## config.mk

```make
export PLATFORM = sky130hd
export DESIGN_NAME = ldtu_gain_sel_window
export DESIGN_NICKNAME = d
export VERILOG_FILES = /design/src/rtl/ldtu_gsel_pkg.sv /design/src/rtl/ldtu_delay_line.sv /design/src/rtl/ldtu_gain_sel_window.sv
export SDC_FILE = /design/constraint.sdc
export NUM_CORES = 1
export LEC_CHECK = 0
export BUFFER_PORTS_ARGS = -buffer_cell sky130_fd_sc_hd__buf_4
export CAP_MARGIN = 30
export CORE_MARGIN = 8
export CORE_UTILIZATION = 54
export DETAILED_ROUTE_END_ITERATION = 6
export PLACE_DENSITY = 0.75
export SLEW_MARGIN = 5
export SYNTH_ARGS = -nofsm -noshare
export SYNTH_HDL_FRONTEND = slang
export SYNTH_SLANG_ARGS = --single-unit
```

## constraint.sdc

```tcl
create_clock -name CLK_A -period 15.7 [get_ports CLK_A]
set_input_delay 1.57 -clock CLK_A [delete_from_list [all_inputs] [get_ports CLK_A]]
set_output_delay 1.57 -clock CLK_A [all_outputs]
set_load 0.005 [all_outputs]
```

## src/rtl/ldtu_gsel_pkg.sv

```systemverilog
// Shared encodings and width helpers for the gain-selection window core.
package ldtu_gsel_pkg;

  // GAIN_SEL_MODE encodings; the reserved code behaves like auto.
  typedef enum logic [1:0] {
    MODE_AUTO = 2'b00,
    MODE_F10  = 2'b01,
    MODE_F01  = 2'b10,
    MODE_RSVD = 2'b11
  } gsel_mode_e;

  // Window counter must hold FIFO_DEPTH + 2^CNT_BITS - 1 without wrapping.
  function automatic int unsigned cnt_width(input int unsigned depth,
                                            input int unsigned cnt_bits);
    return $clog2(depth + (32'd1 << cnt_bits));
  endfunction

  // Position of the gain flag in the encoder word {gain_is_g01, sample}.
  function automatic int unsigned gain_flag_idx(input int unsigned nbits);
    return nbits;
  endfunction

endpackage

```

## src/rtl/ldtu_delay_line.sv

```systemverilog
// Fixed-depth shift register; o_data is the entry that leaves on the next shift.
module ldtu_delay_line #(
  parameter int unsigned Width = 12,
  parameter int unsigned Depth = 8
) (
  input  logic             i_clk,
  input  logic             i_rst,
  input  logic             i_shift,
  input  logic [Width-1:0] i_data,
  output logic [Width-1:0] o_data
);

  logic [Width-1:0] r_mem [Depth];

  // Shift the whole line by one on every enabled cycle.
  always_ff @(posedge i_clk or posedge i_rst) begin
    if (i_rst) begin
      for (int i = 0; i < Depth; i++) begin
        r_mem[i] <= '0;
      end
    end else if (i_shift) begin
      r_mem[0] <= i_data;
      for (int i = 1; i < Depth; i++) begin
        r_mem[i] <= r_mem[i-1];
      end
    end
  end

  assign o_data = r_mem[Depth-1];

endmodule

```

## src/rtl/ldtu_gain_sel_window.sv

```systemverilog
// Gain-selection core: delays both gain streams by FIFO_DEPTH pushes and picks
// gain 1 for every sample inside a retriggerable saturation window.
module ldtu_gain_sel_window
  import ldtu_gsel_pkg::*;
#(
  parameter int unsigned NBITS      = 12,
  parameter int unsigned FIFO_DEPTH = 8,
  parameter int unsigned CNT_BITS   = 4,
  parameter int unsigned BSL_BITS   = 6
) (
  input  logic              CLK_A,
  input  logic              reset_A,
  input  logic [1:0]        GAIN_SEL_MODE,
  input  logic [CNT_BITS-1:0] WIN_POST,
  input  logic [NBITS-1:0]  SATURATION_value,
  input  logic              valid_in,
  input  logic [NBITS-1:0]  DATA_gain_10,
  input  logic [NBITS-1:0]  DATA_gain_01,
  output logic [NBITS:0]    DATA_to_enc,
  output logic              data_valid,
  output logic              baseline_flag,
  output logic              sat_seen
);

  localparam int unsigned CntW   = cnt_width(FIFO_DEPTH, CNT_BITS);
  localparam int unsigned FillW  = $clog2(FIFO_DEPTH + 1);
  localparam int unsigned GFlag  = gain_flag_idx(NBITS);

  gsel_mode_e         w_mode;
  logic               w_auto;
  logic               w_sat_in;
  logic               w_emit;
  logic               w_sel_g01;
  logic [NBITS-1:0]   w_old_g10;
  logic [NBITS-1:0]   w_old_g01;
  logic [NBITS-1:0]   w_sel_data;
  logic [NBITS:0]     w_word;
  logic               w_bsl;
  logic [CntW-1:0]    w_reload;
  logic [CntW-1:0]    w_cnt_d;
  logic [FillW-1:0]   w_fill_d;

  logic [CntW-1:0]    r_cnt;
  logic [FillW-1:0]   r_fill;
  logic [NBITS:0]     r_data;
  logic               r_valid;
  logic               r_bsl;
  logic               r_sat;

  ldtu_delay_line #(
    .Width (NBITS),
    .Depth (FIFO_DEPTH)
  ) u_dl_g10 (
    .i_clk   (CLK_A),
    .i_rst   (reset_A),
    .i_shift (valid_in),
    .i_data  (DATA_gain_10),
    .o_data  (w_old_g10)
  );

  ldtu_delay_line #(
    .Width (NBITS),
    .Depth (FIFO_DEPTH)
  ) u_dl_g01 (
    .i_clk   (CLK_A),
    .i_rst   (reset_A),
    .i_shift (valid_in),
    .i_data  (DATA_gain_01),
    .o_data  (w_old_g01)
  );

  assign w_mode   = gsel_mode_e'(GAIN_SEL_MODE);
  assign w_reload = CntW'(FIFO_DEPTH) + {{(CntW-CNT_BITS){1'b0}}, WIN_POST};

  // Mode decode, saturation detect and gain choice for the sample leaving the lines.
  always_comb begin
    w_auto    = 1'b0;
    w_sel_g01 = 1'b0;
    unique case (w_mode)
      MODE_F10: w_sel_g01 = 1'b0;
      MODE_F01: w_sel_g01 = 1'b1;
      default:  w_auto    = 1'b1;
    endcase
    w_sat_in = w_auto && valid_in && (DATA_gain_10 >= SATURATION_value);
    if (w_auto) begin
      // The counter value before this push's update still covers this sample.
      w_sel_g01 = w_sat_in || (r_cnt != '0);
    end
    w_sel_data = w_sel_g01 ? w_old_g01 : w_old_g10;
    w_word     = {w_sel_g01, w_sel_data};
    w_bsl      = !w_sel_g01 && (w_sel_data[NBITS-1:BSL_BITS] == '0);
    w_emit     = valid_in && (r_fill == FillW'(FIFO_DEPTH));
  end

  // Next-state for the window and fill counters; both only move on a push.
  always_comb begin
    w_cnt_d  = r_cnt;
    w_fill_d = r_fill;
    if (valid_in) begin
      if (!w_auto) begin
        w_cnt_d = '0;
      end else if (w_sat_in) begin
        w_cnt_d = w_reload;
      end else if (r_cnt != '0) begin
        w_cnt_d = r_cnt - CntW'(1);
      end
      if (r_fill != FillW'(FIFO_DEPTH)) begin
        w_fill_d = r_fill + FillW'(1);
      end
    end
  end

  // Counter state registers.
  always_ff @(posedge CLK_A or posedge reset_A) begin
    if (reset_A) begin
      r_cnt  <= '0;
      r_fill <= '0;
    end else begin
      r_cnt  <= w_cnt_d;
      r_fill <= w_fill_d;
    end
  end

  // Output register; word and baseline flag hold between emitted samples.
  always_ff @(posedge CLK_A or posedge reset_A) begin
    if (reset_A) begin
      r_data  <= '0;
      r_valid <= 1'b0;
      r_bsl   <= 1'b0;
      r_sat   <= 1'b0;
    end else begin
      r_valid <= w_emit;
      r_sat   <= w_sat_in;
      if (w_emit) begin
        r_data <= w_word;
        r_bsl  <= w_bsl;
      end
    end
  end

  assign DATA_to_enc   = r_data;
  assign data_valid    = r_valid;
  assign baseline_flag = r_bsl;
  assign sat_seen      = r_sat;

  // Baseline flag is defined for gain-10 words only.
  always_comb begin
    if (!reset_A && r_bsl) begin
      assert (r_data[GFlag] == 1'b0);
    end
  end

endmodule

```

==> run_results.csv, run 1 <==
group,metric,value,unit
outcome,status,"complete, no violations",
setup_path,cp.arrival,3.77,ns
cells_and_area,diodes,0,
clock_network,clk_latency,0.49,ns
detailed_routing,via_count,4744,
setup_path,cp-end-kind,"register",
cells_and_area,final_cells,883,
sta,finalHoldViolCount,0,
place,placed_cells,842,
global_routing,grt_usage,15.4,%
logic_synthesis,yosysWarnings,0,
place,io_buffers,60,
detailed_routing,drt_iter0_drc,324,
cells_and_area,nets,714,
global_routing,grt_pass1_vias,5051,
clock_network,post_cts_resized,0,
setup_path,critPathKind,"input pin to register",
sta,post-route-period-util,21.7,%
run,cap_violations,0,
sta,fin_setup_tns,0,ns
logic_synthesis,ys_types,38,
detailed_routing,vias_per_cell,5.37,
floorplanning,row_count,46,
logic_synthesis,synth_ff_type,"dfrtp_1",
sta,drv_slew,0,
detailed_routing,wl_per_cell,16.9,um
detailed_routing,dr.pass1.iters,4,
worst_hold_path,hold_path.class,"register to register",
sta,timing.fmax,0.294,GHz
logic_synthesis,synth_edf_count,0,
setup_path,ff2ff_path_depth,5,
logic_synthesis,synthesis.nets,655,
floorplanning,fp.dieW,143,um
setup_path,r2r_setup_slack,13.56,ns
cells_and_area,layout-drive-gt1-share,44.5,%
global_routing,antenna_found_initial,0,
setup_path,rr_endpoint,"DATA_to_enc[6]",
clock_network,htree_num_levels,1,
power_and_ir_drop,p_leak,4.47,nW
place,gp_congestion,0.789,
setup_path,cp-start-kind,"input pin",
global_routing,grt_overflow,0,
sta,tightestPinTransition,0.865,ns
clock_network,cts_made_buffers,22,
cells_and_area,area_delta_synth_final,15.8,%
logic_synthesis,ys_async_sr_fraction,100,%
floorplanning,dieHeight,143,um
detailed_routing,antenna_left,0,
clock_network,postCtsSetupRepairBufs,0,
logic_synthesis,synth_area_per_cell,14.7,um2
setup_path,crit_path_start,"valid_in",
floorplanning,die-area,20400,um2
clock_network,cts_root_buffer,"clkbuf_16",
logic_synthesis,netlist_area,8700,um2
sta,period_needed,3.40,ns
sta,max-slew-margin-rel,42.4,%
floorplanning,pin_count,61,
power_and_ir_drop,peakVddDrop,0.0000857,V
detailed_routing,drc_errors,0,
setup_path,path_max_fanout,78,
place,dp_hpwl,9780,um
cells_and_area,regArea,5430,um2
detailed_routing,routed_wl,15000,um
clock_network,cts_tree,"built",
sta,setup_viol,0,
logic_synthesis,ys_ff_latch,217,
power_and_ir_drop,power.density,160,nW/um2
logic_synthesis,synthCells,593,
setup_path,cp.required,16.07,ns
sta,rsz0062_at_grt,"false",
sta,fin_worst_skew,0.00750,ns
cells_and_area,multi_input_comb_area,3030,um2
setup_path,cp_slowest_cell,"buf_4",
global_routing,grt_max_degree,141,
setup_path,worstPathCellList,"buf_6 -> buf_4 -> o22ai_1 -> o21ai_0 -> a21oi_1",
logic_synthesis,yosysSeqAreaShare,62.4,%
setup_path,endpoint,"DATA_to_enc[3]",
setup_path,cpPeakStageDelay,0.78,ns
floorplanning,initial_core_util,54.9,%
global_routing,grt_pass1_wl,25700,um
clock_network,clockBufferDepth,3,
clock_network,clk_pin_slew,0.06,ns
floorplanning,core-area,15800,um2
setup_path,r2r-start,"r_cnt[2]",
cells_and_area,fillers,1165,
clock_network,ctsHoldBuffers,0,
clock_network,cts_sinks,217,
-- cell families (layout without fill, tap and decap cells) --
| group | count (synthesis) | in the layout | share of synthesized area [%] |
|---|---|---|---|
| fa+ha+maj | 17 | 17 | 2.45 |
| compound gates | 64 | 64 | 4.42 |
| mux | 195 | 195 | 25.2 |
| simple gates | 43 | 43 | 2.43 |
| xor+xnor | 3 | 3 | 0.302 |
| buf+inv | 54 | 128 | 2.73 |
| flops | 217 | 217 | 62.4 |
-- where the power goes --
group / switching [mW] / internal [mW]
Clock: 0.199 / 0.305
Sequential: 0.0976 / 0.720
Combinational: 0.119 / 0.170
-- routing by layer --
metal	routed length, um	GRT usage, %
met1	7020	21.4
met2	6930	23.4
met3	683	3.21
met4	325	5.48
met5	0	0
-- how the worst min path moves through the flow --
stage,start,endpoint,slack [ns],cells past startpoint
floorplan,r_fill[3],r_fill[3],0.45,1
global placement,r_fill[3],r_fill[3],0.46,1
detailed placement,r_fill[3],r_fill[3],0.47,1
CTS,r_fill[3],r_fill[3],0.48,1
global route,r_fill[3],r_fill[3],0.50,1
finish,r_fill[3],r_fill[3],0.48,1
-- cells in the final DEF, fill, tap and decap left out, types with 2 or more instances in the layout --
| cell type | instances |
|---|---|
| a32oi_1 | 2 |
| mux2_2 | 193 |
| o21ai_0 | 18 |
| a21oi_1 | 18 |
| buf_4 | 62 |
| a31oi_1 | 12 |
| mux2i_1 | 2 |
| nor3_1 | 2 |
| inv_1 | 21 |
| xnor2_1 | 2 |
| nand2_1 | 9 |
| dfrtp_1 | 217 |
| o2bb2ai_1 | 5 |
| clkbuf_16 | 23 |
| o22ai_1 | 2 |
| buf_16 | 2 |
| nor4_1 | 2 |
| ha_1 | 17 |
| clkbuf_8 | 4 |
| nand4_1 | 2 |
| nor2_1 | 20 |
| clkbuf_1 | 9 |
-- synth_stat cells, types with 2 or more instances --
cell,number,area share [%]
dfrtp_1,217,62
mux2_2,193,25
buf_2,22,1.3
inv_1,22,0.95
nor2_1,20,0.86
a21oi_1,18,1.0
o21ai_0,18,1.0
ha_1,17,2.4
a31oi_1,12,0.86
nand2_1,9,0.39
clkbuf_1,7,0.30
o2bb2ai_1,5,0.50
a32oi_1,2,0.20
mux2i_1,2,0.23
nand4_1,2,0.14
nor3_1,2,0.12
nor4_1,2,0.14
o22ai_1,2,0.14
xnor2_1,2,0.20
-- through the flow --
| stage | util [%] | hold WS [ns] | setup slack [ns] | instance area, um2 | total power [mW] |
|---|---|---|---|---|---|
| 5_1_grt | 63.6 | 0.498 | 12.07 | 10100 | 1.70 |
| 2_1_floorplan | - | 0.446 | 8.19 | 8700 | 1.00 |
| 3_5_place_dp | 58.8 | 0.471 | 11.80 | 9300 | 1.11 |
| 6_report | 63.6 | 0.480 | 12.30 | 10100 | 1.61 |
| 3_3_place_gp | 58.8 | 0.462 | 11.90 | 9300 | 1.09 |
| 4_1_cts | 63.3 | 0.483 | 12.29 | 10000 | 1.63 |
-- registers in the layout (all words and copies together) (netlist names), 4 cells and up --
signal and cells:
u_dl_g01.r_mem 84, u_dl_g10.r_mem 84, r_cnt 5, DATA_to_enc 13, u_dl_g01.o_data 12, u_dl_g10.o_data 12, r_fill 4
-- critical path, delay by kind of cell --
family | cells | cell delay (ns)
buf+inv | 2 | 1.30
compound gates | 3 | 0.84
-- layout make-up --
cell class / count / share of cell area (%)
timing repair buffer: 66 / 5.33
multi-input combinational: 322 / 30.1
inverter: 23 / 0.932
clock inverter: 3 / 0.435
sequential: 217 / 53.9
clock buffer: 36 / 6.60
tap: 216 / 2.68
Power figures use the tool's default switching activity.
==> run 2: changes to the inputs <==
==> constraint.sdc (replaced) <==
create_clock -name CLK_A -period 3.5 [get_ports CLK_A]
set_input_delay 0.35 -clock CLK_A [delete_from_list [all_inputs] [get_ports CLK_A]]
set_output_delay 0.35 -clock CLK_A [all_outputs]
set_load 0.005 [all_outputs]
==> run 2 against run 1 <==
  * Clock-buffer cell count fell by 6
  * Clock power rose to 4.9 times the previous value
  * Combinational power rose to 4.4 times the previous value
  * Cell count rose by 0.79%
  * Routed wire length rose by 1.0%
  * Clock skew rose by 0.0048 ns
  * Setup slack got worse by 11 ns
==> run_results.csv, run 2 (synthesized netlist as in run 1, its figures left out) <==
group,metric,value,unit
setup_path,cp-end-kind,"register",
global_routing,grt_pass1_vias,5121,
global_routing,grt_usage,15.5,%
cells_and_area,final_common_cell,"dfrtp_1",
outcome,status,"complete, no violations",
sta,layout_setup_ws,1.48,ns
power_and_ir_drop,pwr-share-seq,49.5,%
cells_and_area,diodes,0,
detailed_routing,wl_per_cell,17.0,um
global_routing,grt_overflow,0,
power_and_ir_drop,switching_share,25.6,%
setup_path,critPathKind,"register to register",
setup_path,cpPeakStageDelay,0.59,ns
sta,drv_slew,0,
sta,fin_worst_skew,0.0123,ns
power_and_ir_drop,power.density,730,nW/um2
sta,setup_viol,0,
floorplanning,initial_core_util,54.9,%
global_routing,grt_max_degree,73,
sta,period_needed,2.02,ns
detailed_routing,dr_wl_met2,6940,um
detailed_routing,highest_layer,"met4",
global_routing,grt_pass1_wl,25800,um
setup_path,path_max_fanout,14,
clock_network,cts_sinks,217,
power_and_ir_drop,comb_power_share,17.3,%
clock_network,cts_tree,"built",
place,io_buffers,60,
setup_path,cp-start-kind,"register",
sta,max-slew-margin-rel,49.6,%
setup_path,cp.required,3.88,ns
detailed_routing,drt_iter0_drc,336,
clock_network,cts_made_buffers,23,
sta,hold_ws,0.0871,ns
detailed_routing,routedLengthMet1,7180,um
detailed_routing,route.met3.wl,726,um
worst_hold_path,hold_path.class,"input pin to register",
place,dp_hpwl,10300,um
cells_and_area,final_cell_mix,"dfrtp_1 (217), mux2_2 (193), buf_4 (68), clkbuf_16 (23), inv_1 (21)",
floorplanning,pin_count,61,
cells_and_area,layout-drive-gt1-share,45.8,%
sta,rsz0062_at_grt,"false",
sta,tightestPinTransition,0.757,ns
clock_network,cts_root_buffer,"clkbuf_16",
cells_and_area,fillers,1170,
place,post-place-ws,1.08,ns
floorplanning,fp.dieW,143,um
setup_path,worstPathCellList,"nor2_1 -> nand4_2 -> or3_1 -> a31oi_1 -> a21oi_1",
power_and_ir_drop,switchingPower,1.90,mW
cells_and_area,nets,720,
global_routing,antenna_found_initial,0,
power_and_ir_drop,p_int,5.51,mW
power_and_ir_drop,peakVddDrop,0.000330,V
sta,fin_setup_tns,0,ns
detailed_routing,routed_wl,15100,um
detailed_routing,antenna_left,0,
clock_network,clk_pin_slew,0.07,ns
detailed_routing,drc_errors,0,
clock_network,clockBufferDepth,3,
power_and_ir_drop,p_total,7.41,mW
run,cap_violations,0,
place,gp_congestion,0.819,
clock_network,clk_latency,0.50,ns
power_and_ir_drop,p_clk_share,33.2,%
detailed_routing,dr.pass1.iters,4,
detailed_routing,vias_per_cell,5.42,
sta,post-route-period-util,57.7,%
setup_path,cp.arrival,2.40,ns
floorplanning,row_count,46,
setup_path,cp_slowest_cell,"or3_1",
cells_and_area,area_delta_synth_final,16.7,%
clock_network,htree_num_levels,1,
sta,finalHoldViolCount,0,
sta,timing.fmax,0.495,GHz
floorplanning,die-area,20400,um2
floorplanning,dieHeight,143,um
floorplanning,core-area,15800,um2
detailed_routing,via_count,4825,
power_and_ir_drop,p_leak,4.51,nW
clock_network,postCtsSetupRepairBufs,0,
-- run 2: changes by cell type in the layout (fill, tap and decap cells not counted), sizes merged --
cell and delta:
clkbuf -6, clkinv +3, bufinv +2, buf +4
clkinvlp +4, dlygate4sd3 +1, inv -1
-- run 2: power by group through the flow --
stage | clock network [mW] | logic, mW | registers, mW
after floorplan | 0 | 0.957 | 3.53
after global placement | 0 | 1.21 | 3.67
after detailed placement | 0 | 1.29 | 3.71
after CTS | 2.51 | 1.30 | 3.67
after global routing | 2.61 | 1.44 | 3.76
final | 2.46 | 1.28 | 3.67
-- run 2: worst paths after layout --
path                                         start             endpoint  slack [ns]  cells after the start
min in group asynchronous                  reset_A  u_dl_g01.o_data[11]        0.54                      3
worst max-delay path                      r_cnt[2]       DATA_to_enc[8]        1.48                      5
worst min register to register  u_dl_g01.r_mem[35]   u_dl_g01.r_mem[23]        0.50                      1
worst min-delay path               DATA_gain_01[1]   u_dl_g01.r_mem[85]        0.09                      2
worst max register to register            r_cnt[2]       DATA_to_enc[8]        1.48                      5
max in group asynchronous                  reset_A   u_dl_g10.r_mem[24]        2.06                      4
-- run 2: per-layer routing --
| metal | GRT usage, % | vias up |
|---|---|---|
| li1 | - | 2240 |
| met1 | 22.0 | 2464 |
| met2 | 23.8 | 96 |
| met3 | 2.97 | 25 |
| met4 | 4.25 | 0 |
| met5 | 0 | - |
-- run 2: layout make-up --
| type | count | area, um2 | area share, % |
|---|---|---|---|
| Sequential cell | 217 | 5430 | 53.5 |
| Tap cell | 216 | 270 | 2.66 |
| Inverter | 23 | 90.1 | 0.888 |
| Clock inverter | 11 | 138 | 1.36 |
| Multi-Input combinational cell | 322 | 3030 | 29.8 |
| Clock buffer | 30 | 642 | 6.32 |
| Timing Repair Buffer | 71 | 552 | 5.44 |
-- run 2: through the flow --
stage | utilization [%] | cells | area (um2)
finish | 64.1 | 890 | 10100
global route | 64.1 | 890 | 10100
floorplan | - | 593 | 8700
global placement | 59.1 | 848 | 9360
CTS | 64.1 | 890 | 10100
detailed placement | 59.1 | 848 | 9360
-- run 2: repair_timing --
| action | 4_1_cts | 5_1_grt |
|---|---|---|
| hold buffers | 1 | 0 |
| endpoints found under the setup margin | 0 | 0 |
| gates resized for setup | 0 | 0 |
| endpoints found under the hold margin | 28 | 0 |
-- run 2: worst max-delay path: cells and delay by family (launching register included) --
family | cells | cell delay (ns)
DFF | 1 | 0.41
and+or+nand+nor | 3 | 1.10
AOI/OAI and AO/OA | 2 | 0.39
